**src/rtl/messenger_rx.sv**
```systemverilog
// messenger_rx: 8N1 UART receiver that loads STX/ETX-framed text into the
// Document RAM through a write port with a grant handshake.
//   clk, rst (async, active-low)   system clock / reset
//   RsRx                           serial line from the PC, idle high
//   write_ready                    Document port grant for the pending write
//   write_en/write_addr/write_data pending write, held until granted
//   busy                           between an accepted STX and its ETX
//   load_done                      one-cycle pulse when ETX closes a load
//   frame_err, overrun, overflow   sticky error flags
module messenger_rx #(
  parameter int unsigned CLK_FREQ  = 100000000,
  parameter int unsigned BAUD      = 9600,
  parameter int unsigned DOC_DEPTH = 512,
  parameter int unsigned ADDR_W    = 9
) (
  input  logic              clk,
  input  logic              rst,
  input  logic              RsRx,
  input  logic              write_ready,
  output logic              write_en,
  output logic [ADDR_W-1:0] write_addr,
  output logic [7:0]        write_data,
  output logic              busy,
  output logic              load_done,
  output logic              frame_err,
  output logic              overrun,
  output logic              overflow
);

  localparam int unsigned CLKS_PER_BIT = CLK_FREQ / BAUD;
  localparam int unsigned HALF_BIT     = CLKS_PER_BIT / 2;
  localparam int unsigned CNT_W        = $clog2(CLKS_PER_BIT + 1);
  localparam int unsigned PTR_W        = $clog2(DOC_DEPTH + 1);
  localparam logic [7:0]  STX          = 8'h02;
  localparam logic [7:0]  ETX          = 8'h03;

  typedef enum logic [1:0] {IDLE, START, DATA, STOP} state_t;

  state_t             state, state_d;
  logic [CNT_W-1:0]   cnt, cnt_d;
  logic [2:0]         bit_idx, bit_idx_d;
  logic [7:0]         shift, shift_d;
  logic               stop_bad, stop_bad_d;
  logic               byte_valid, byte_valid_d;
  logic               frame_err_set;
  logic               rx_meta, rx_s;
  logic [PTR_W-1:0]   ptr;

  // Two-flop synchroniser for the asynchronous serial line
  always_ff @(posedge clk or negedge rst) begin
    if (!rst) begin
      rx_meta <= 1'b1;
      rx_s    <= 1'b1;
    end else begin
      rx_meta <= RsRx;
      rx_s    <= rx_meta;
    end
  end

  // Receiver state and bit-timing registers
  always_ff @(posedge clk or negedge rst) begin
    if (!rst) begin
      state      <= IDLE;
      cnt        <= '0;
      bit_idx    <= '0;
      shift      <= '0;
      stop_bad   <= 1'b0;
      byte_valid <= 1'b0;
    end else begin
      state      <= state_d;
      cnt        <= cnt_d;
      bit_idx    <= bit_idx_d;
      shift      <= shift_d;
      stop_bad   <= stop_bad_d;
      byte_valid <= byte_valid_d;
    end
  end

  // Receiver next-state: start validated at half bit, then full-bit sampling
  always_comb begin
    state_d       = state;
    cnt_d         = cnt;
    bit_idx_d     = bit_idx;
    shift_d       = shift;
    stop_bad_d    = stop_bad;
    byte_valid_d  = 1'b0;
    frame_err_set = 1'b0;
    case (state)
      IDLE: begin
        cnt_d     = '0;
        bit_idx_d = '0;
        if (!rx_s) state_d = START;
      end
      START: begin
        if (cnt == CNT_W'(HALF_BIT - 1)) begin
          cnt_d   = '0;
          state_d = rx_s ? IDLE : DATA;
        end else begin
          cnt_d = cnt + CNT_W'(1);
        end
      end
      DATA: begin
        if (cnt == CNT_W'(CLKS_PER_BIT - 1)) begin
          cnt_d     = '0;
          shift_d   = {rx_s, shift[7:1]};
          bit_idx_d = bit_idx + 3'd1;
          if (bit_idx == 3'd7) state_d = STOP;
        end else begin
          cnt_d = cnt + CNT_W'(1);
        end
      end
      STOP: begin
        if (stop_bad) begin
          // Bad stop bit: wait for the line to return high before rearming
          if (rx_s) begin
            stop_bad_d = 1'b0;
            state_d    = IDLE;
          end
        end else if (cnt == CNT_W'(CLKS_PER_BIT - 1)) begin
          cnt_d = '0;
          if (rx_s) begin
            byte_valid_d = 1'b1;
            state_d      = IDLE;
          end else begin
            frame_err_set = 1'b1;
            stop_bad_d    = 1'b1;
          end
        end else begin
          cnt_d = cnt + CNT_W'(1);
        end
      end
      default: state_d = IDLE;
    endcase
  end

  // Load framing and write handshake; an accept in the same cycle as a new
  // byte is processed first, so the later write_en assignment wins.
  always_ff @(posedge clk or negedge rst) begin
    if (!rst) begin
      write_en   <= 1'b0;
      write_addr <= '0;
      write_data <= '0;
      busy       <= 1'b0;
      load_done  <= 1'b0;
      frame_err  <= 1'b0;
      overrun    <= 1'b0;
      overflow   <= 1'b0;
      ptr        <= '0;
    end else begin
      load_done <= 1'b0;
      if (frame_err_set) frame_err <= 1'b1;
      if (write_en && write_ready) write_en <= 1'b0;
      if (byte_valid) begin
        if (shift == STX) begin
          busy     <= 1'b1;
          ptr      <= '0;
          overflow <= 1'b0;
        end else if (shift == ETX) begin
          if (busy) begin
            busy      <= 1'b0;
            load_done <= 1'b1;
          end
        end else if (busy) begin
          if (ptr == PTR_W'(DOC_DEPTH)) begin
            overflow <= 1'b1;
          end else if (write_en && !write_ready) begin
            overrun <= 1'b1;
          end else begin
            write_en   <= 1'b1;
            write_addr <= ADDR_W'(ptr);
            write_data <= shift;
            ptr        <= ptr + PTR_W'(1);
          end
        end
      end
    end
  end

endmodule

```
**config.mk**
```make
export PLATFORM = sky130hd
export DESIGN_NAME = messenger_rx
export DESIGN_NICKNAME = d
export VERILOG_FILES = /design/src/rtl/messenger_rx.sv
export SDC_FILE = /design/constraint.sdc
export NUM_CORES = 1
export LEC_CHECK = 0
export ABC_AREA = 0
export BUFFER_PORTS_ARGS = -buffer_cell sky130_fd_sc_hd__buf_2
export CAP_MARGIN = 30
export CORE_ASPECT_RATIO = 1.25
export CORE_MARGIN = 3
export CORE_UTILIZATION = 45
export CTS_CLUSTER_DIAMETER = 60
export CTS_CLUSTER_SIZE = 30
export DETAILED_ROUTE_END_ITERATION = 6
export GPL_TIMING_DRIVEN = 1
export PLACE_DENSITY = 0.66
export SYNTH_ARGS = -nofsm -noshare
export SYNTH_HDL_FRONTEND = slang
export SYNTH_SLANG_ARGS = --single-unit
```
**constraint.sdc**
```tcl
create_clock -name clk -period 2.15 [get_ports clk]
set_clock_uncertainty 0.15 [all_clocks]
set_input_delay 0.215 -clock clk [delete_from_list [all_inputs] [get_ports clk]]
set_output_delay 0.215 -clock clk [all_outputs]
set_load 0.1 [all_outputs]
```
# Word-level counts from Yosys, hierarchy flattened
# Cells that the tools add are included.
# totals
wordCells	104
reg_bits	64
input_bits	4
# op_classes
n_mux	46
add_sub_neg	3
reduce_logical	16
bitwise_logic	4
n_eq_ne	18
# op_table
cell	n
14-bit one-hot mux with 4 select lines	1
10-bit two-way mux	5
14-bit two-way mux	3
1-bit two-way mux	26
8-bit by 2-bit equality test with 1-bit output, second input constant	2
2-bit two-way mux	8
2-bit != test, second input constant	8
14-bit by 1-bit adder with 14-bit output, second input constant	1
14-bit by 13-bit equality test with 1-bit output, second input constant	1
14-bit equality test, second input constant	1
6-bit AND reduction	2
10-bit by 1-bit adder with 10-bit output, second input constant	1
10-bit equality test, second input constant	1
5-bit AND reduction	2
2-bit one-hot mux with 4 select lines	1
2-bit nonzero test	4
3-bit one-hot mux with 2 select lines	1
2-bit AND reduction	3
2-bit equality test, second input constant	2
1-bit inverter	4
4-bit AND reduction	1
3-bit by 1-bit adder with 3-bit output, second input constant	1
3-bit equality test, second input constant	1
3-bit two-way mux	1
other kinds (5)	6

# Logic depth before layout (Yosys ltp)
# depth
word_depth	8
mapped_depth	8
ltp_nobuf	6

# Worst setup path before layout
# No wires, ideal clock.
# synth_timing
path_type	reg-to-reg
startpoint	register busy
endpoint	register ptr[4]
path_slack_ns	-0.014
path_buffers	2
arrival_ns	1.919
synth_period_minus_slack_ns	2.164
path_stages_with_launch	6
cell_sequence	dfrtp_1 > nand2_1 > nand4b_1 > buf_4 > buf_2 > o31ai_1
# synth_between
elab_chain_cells	2
# synth_rtl
item	line_no	text
start: declaration	23	output logic busy,
start signal: assignment	143	busy <= 1'b0;
start signal: assignment	155	busy <= 1'b1;
start signal: assignment	160	busy <= 1'b0;
2-bit nonzero test (no line)	--	
5-bit AND reduction (no line)	--	
end signal: assignment	172	ptr <= ptr + PTR_W'(1);
end: declaration	47	logic [PTR_W-1:0] ptr;
# Every way passes these cells.
# A chain may end at the register's enable or synchronous reset.

# Worst setup path in the final report
# layout_timing
startpoint	register cnt[1]
endpoint	register shift[7]
# layout_between
elab_chain_cells	2
# layout_rtl
item	line_no	text
start: declaration	40	logic [CNT_W-1:0] cnt, cnt_d;
start signal: assignment	71	cnt <= cnt_d;
14-bit equality test	103	if (cnt == CNT_W'(CLKS_PER_BIT - 1)) begin
2-bit AND reduction (no line)	--	
end signal: assignment	73	shift <= shift_d;
end: declaration	42	logic [7:0] shift, shift_d;
# Every way passes these cells.

==> impl_metrics.ini <==
[timing]
final-max-slew-violation-count = 0
finalCritPeriodShare = 0.9388
fmax_mhz = 495.4
slew-limit-headroom = 0.6680
fin_crit_ns = 2.019
fin_ws_ns = 0.1315
setup_viol = 0
worst_pin_slew_ns = 0.4969
hold_viol_final = 0
tns_ns = 0
rsz0062_at_grt = no

[routing]
wl_mm = 5.820
via_count = 2153
ant_nets = 0
wl_per_cell_microns = 14.26
drtPass1Iterations = 4
via_per_inst = 5.277
drc_errors = 0
drt_iter0_markers = 149

[worst_setup_path]
path_class = reg2reg
cp_data_required_time_ns = 2.21
crit_fanout = 8
rrSetupSlack_ns = 0.13
critPathLaunchType = flop
cp_slowest_cell = dfrtp_1
cp-end-kind = flop
cp_cell_sequence = ha_1 -> and4_1 -> nand4_2 -> buf_4 -> nor3_4 -> buf_12 -> mux2_2
crit_arrival_ns = 2.08
slowest_delay_ns = 0.41

[synthesis]
synth.top_cell.area_share = 0.5245
ys_ff_latch = 64
synth_cells = 270
synth_flop_cell = dfrtp_1
yosys-top-cells-count = dfrtp_1 (62), mux2_2 (23), nand2_1 (22), nor2_1 (19), o21ai_0 (19)
synth_fp_nets = 280
ys_seq_area_frac = 0.5423
async_flop_share = 1.000
synth_edf_count = 0
synth_top_area_cell = dfrtp_1
syn-cell-area_sq_um = 2958
synth_cell_types = 46
synth.most_common_cell = dfrtp_1
syn_area_per_cell_sq_um = 10.95
ys_warn_count = 0
ys_top_cells_by_area = dfrtp_1 (52%), mux2_2 (8.8%), o21ai_0 (3.2%)

[die]
io_pins = 27
die_area_sq_um = 7588
die_w_microns = 78.52
start_util = 0.4705
num_rows = 32
die_y_microns = 96.65
core_sq_um = 6286

[global_route]
overflow = 0
grt_pass1_vias = 2132
grt_pass1_wl_mm = 10.12
antenna_found_initial = 0
grt_max_degree = 32
grt_usage = 0.1688

[clocking]
clk_pin_slew_ns = 0.07
clock_path_buffers = 2
htreeDepth = 3
numCtsBuffers = 9
cts_root_buf = clkbuf_8
cts_tree = yes
cts_sinks = 64
insertion_delay_ns = 0.33

[place]
gp_congestion = 0.8940
dpl-instance-area_sq_um = 3308
io_buffer_count = 26
dp_hpwl_mm = 4.068
pre_cts_ws_ns = 0.1379

[cells_and_area]
area_growth_pct = 18.40
drive_gt1_frac = 0.2817
final_area_sq_um = 3502
antenna_cells = 0
postLayoutCoreUtil = 0.5571
layout.nets = 328

[power_and_ir_drop]
p_comb_frac = 0.015
power_density_nw_per_um2 = 603.7
ir_worst_vdd_mv = 0.3873
finalPower_uw = 2114
total_leakage_power_uw = 0.001757
pwr-share-seq = 0.572
intPower_uw = 1630
pwr-share-clk = 0.413
net-switching-power_uw = 484.4
swShare = 0.2291

[min_path]
worstHoldPathType = in2reg

[flow_run]
maxCapViolCount = 0

[status]
outcome = completed
==> repair_timing <==
item,CTS,global route
endpoints found under the hold margin,20,0
setup endpoints to repair,0,30
resized for setup,0,1
hold buffers,2,0
buffers inserted,0,1
==> per-layer routing <==
| metal | wire length, microns | part of all wire | vias up | GRT usage |
|---|---|---|---|---|
| met1 | 2682 | 0.46 | 1054 | 0.2144 |
| met3 | 165 | 0.028 | 5 | 0.04562 |
| met5 | 0 | 0 | - | 0 |
| met4 | 100 | 0.017 | 0 | 0.06460 |
| met2 | 2872 | 0.49 | 28 | 0.2727 |
| li1 | - | - | 1066 | - |
==> power by group through the flow <==
stage	registers, uW	logic (uW)	clock network [uW]
after global routing	1210	38.0	956
final	1210	32.1	874
after CTS	1210	34.3	895
after floorplan	1230	0.965	0
after detailed placement	1230	31.6	0
after global placement	1230	31.0	0
==> worst paths after layout <==
path,end,start,cells past startpoint
setup / recovery,shift[7],cnt[1],7
hold / removal,write_en,write_ready,3
max in group asynchronous,rx_s,rst,3
hold reg to reg,rx_s,rx_meta,0
min in group asynchronous,write_addr[3],rst,2
setup reg to reg,shift[7],cnt[1],7
==> layout by cell type, fill, tap and decap left out, types with 14 or more instances in the layout <==
master,count
dfrtp_1,61
o21ai_0,19
mux2_2,23
buf_4,18
nand2_1,22
buf_2,26
nand3_1,14
nor2_1,19
==> per-stage QoR <==
stage | hold WS, ns | cells
2_1_floorplan | -0.2306 | 270
3_3_place_gp | 0.04834 | 389
3_5_place_dp | 0.05249 | 389
4_1_cts | 0.07203 | 407
5_1_grt | 0.08920 | 408
6_report | 0.07374 | 408
==> registers in the layout (all words and copies together), names as in the netlist, 3 cells and up, named ones only <==
| register | count |
|---|---|
| ptr | 10 |
| bit_idx | 3 |
| write_data | 8 |
| shift | 8 |
| write_addr | 9 |
| cnt | 14 |
==> critical path, delay by kind of cell, from the launching register on <==
family	cells	cell delay, ns
buf+inv	2	0.33
fa+ha+maj	1	0.18
simple gates	3	0.50
flops	1	0.41
mux	1	0.32
==> cells by family (layout without fill, tap and decap cells) <==
family / after synthesis / in the layout / synth area share
flops: 64 / 64 / 0.5423
mux: 25 / 25 / 0.09433
xor+xnor: 9 / 9 / 0.02665
buf+inv: 20 / 73 / 0.03003
fa+ha+maj: 6 / 6 / 0.02538
compound gates: 42 / 42 / 0.08884
simple gates: 104 / 104 / 0.1925
==> final cells by class <==
| cell class | instances | area [sq um] |
|---|---|---|
| clock buffers | 12 | 135.1 |
| clock inverters | 4 | 25.02 |
| fillers | 553 | 2784 |
| inverters | 9 | 33.78 |
| multi-input cells | 186 | 1271 |
| flip-flops and latches | 64 | 1605 |
| well taps | 85 | 106.4 |
| repair buffers | 48 | 325.3 |
Power figures use the tool's default switching activity.
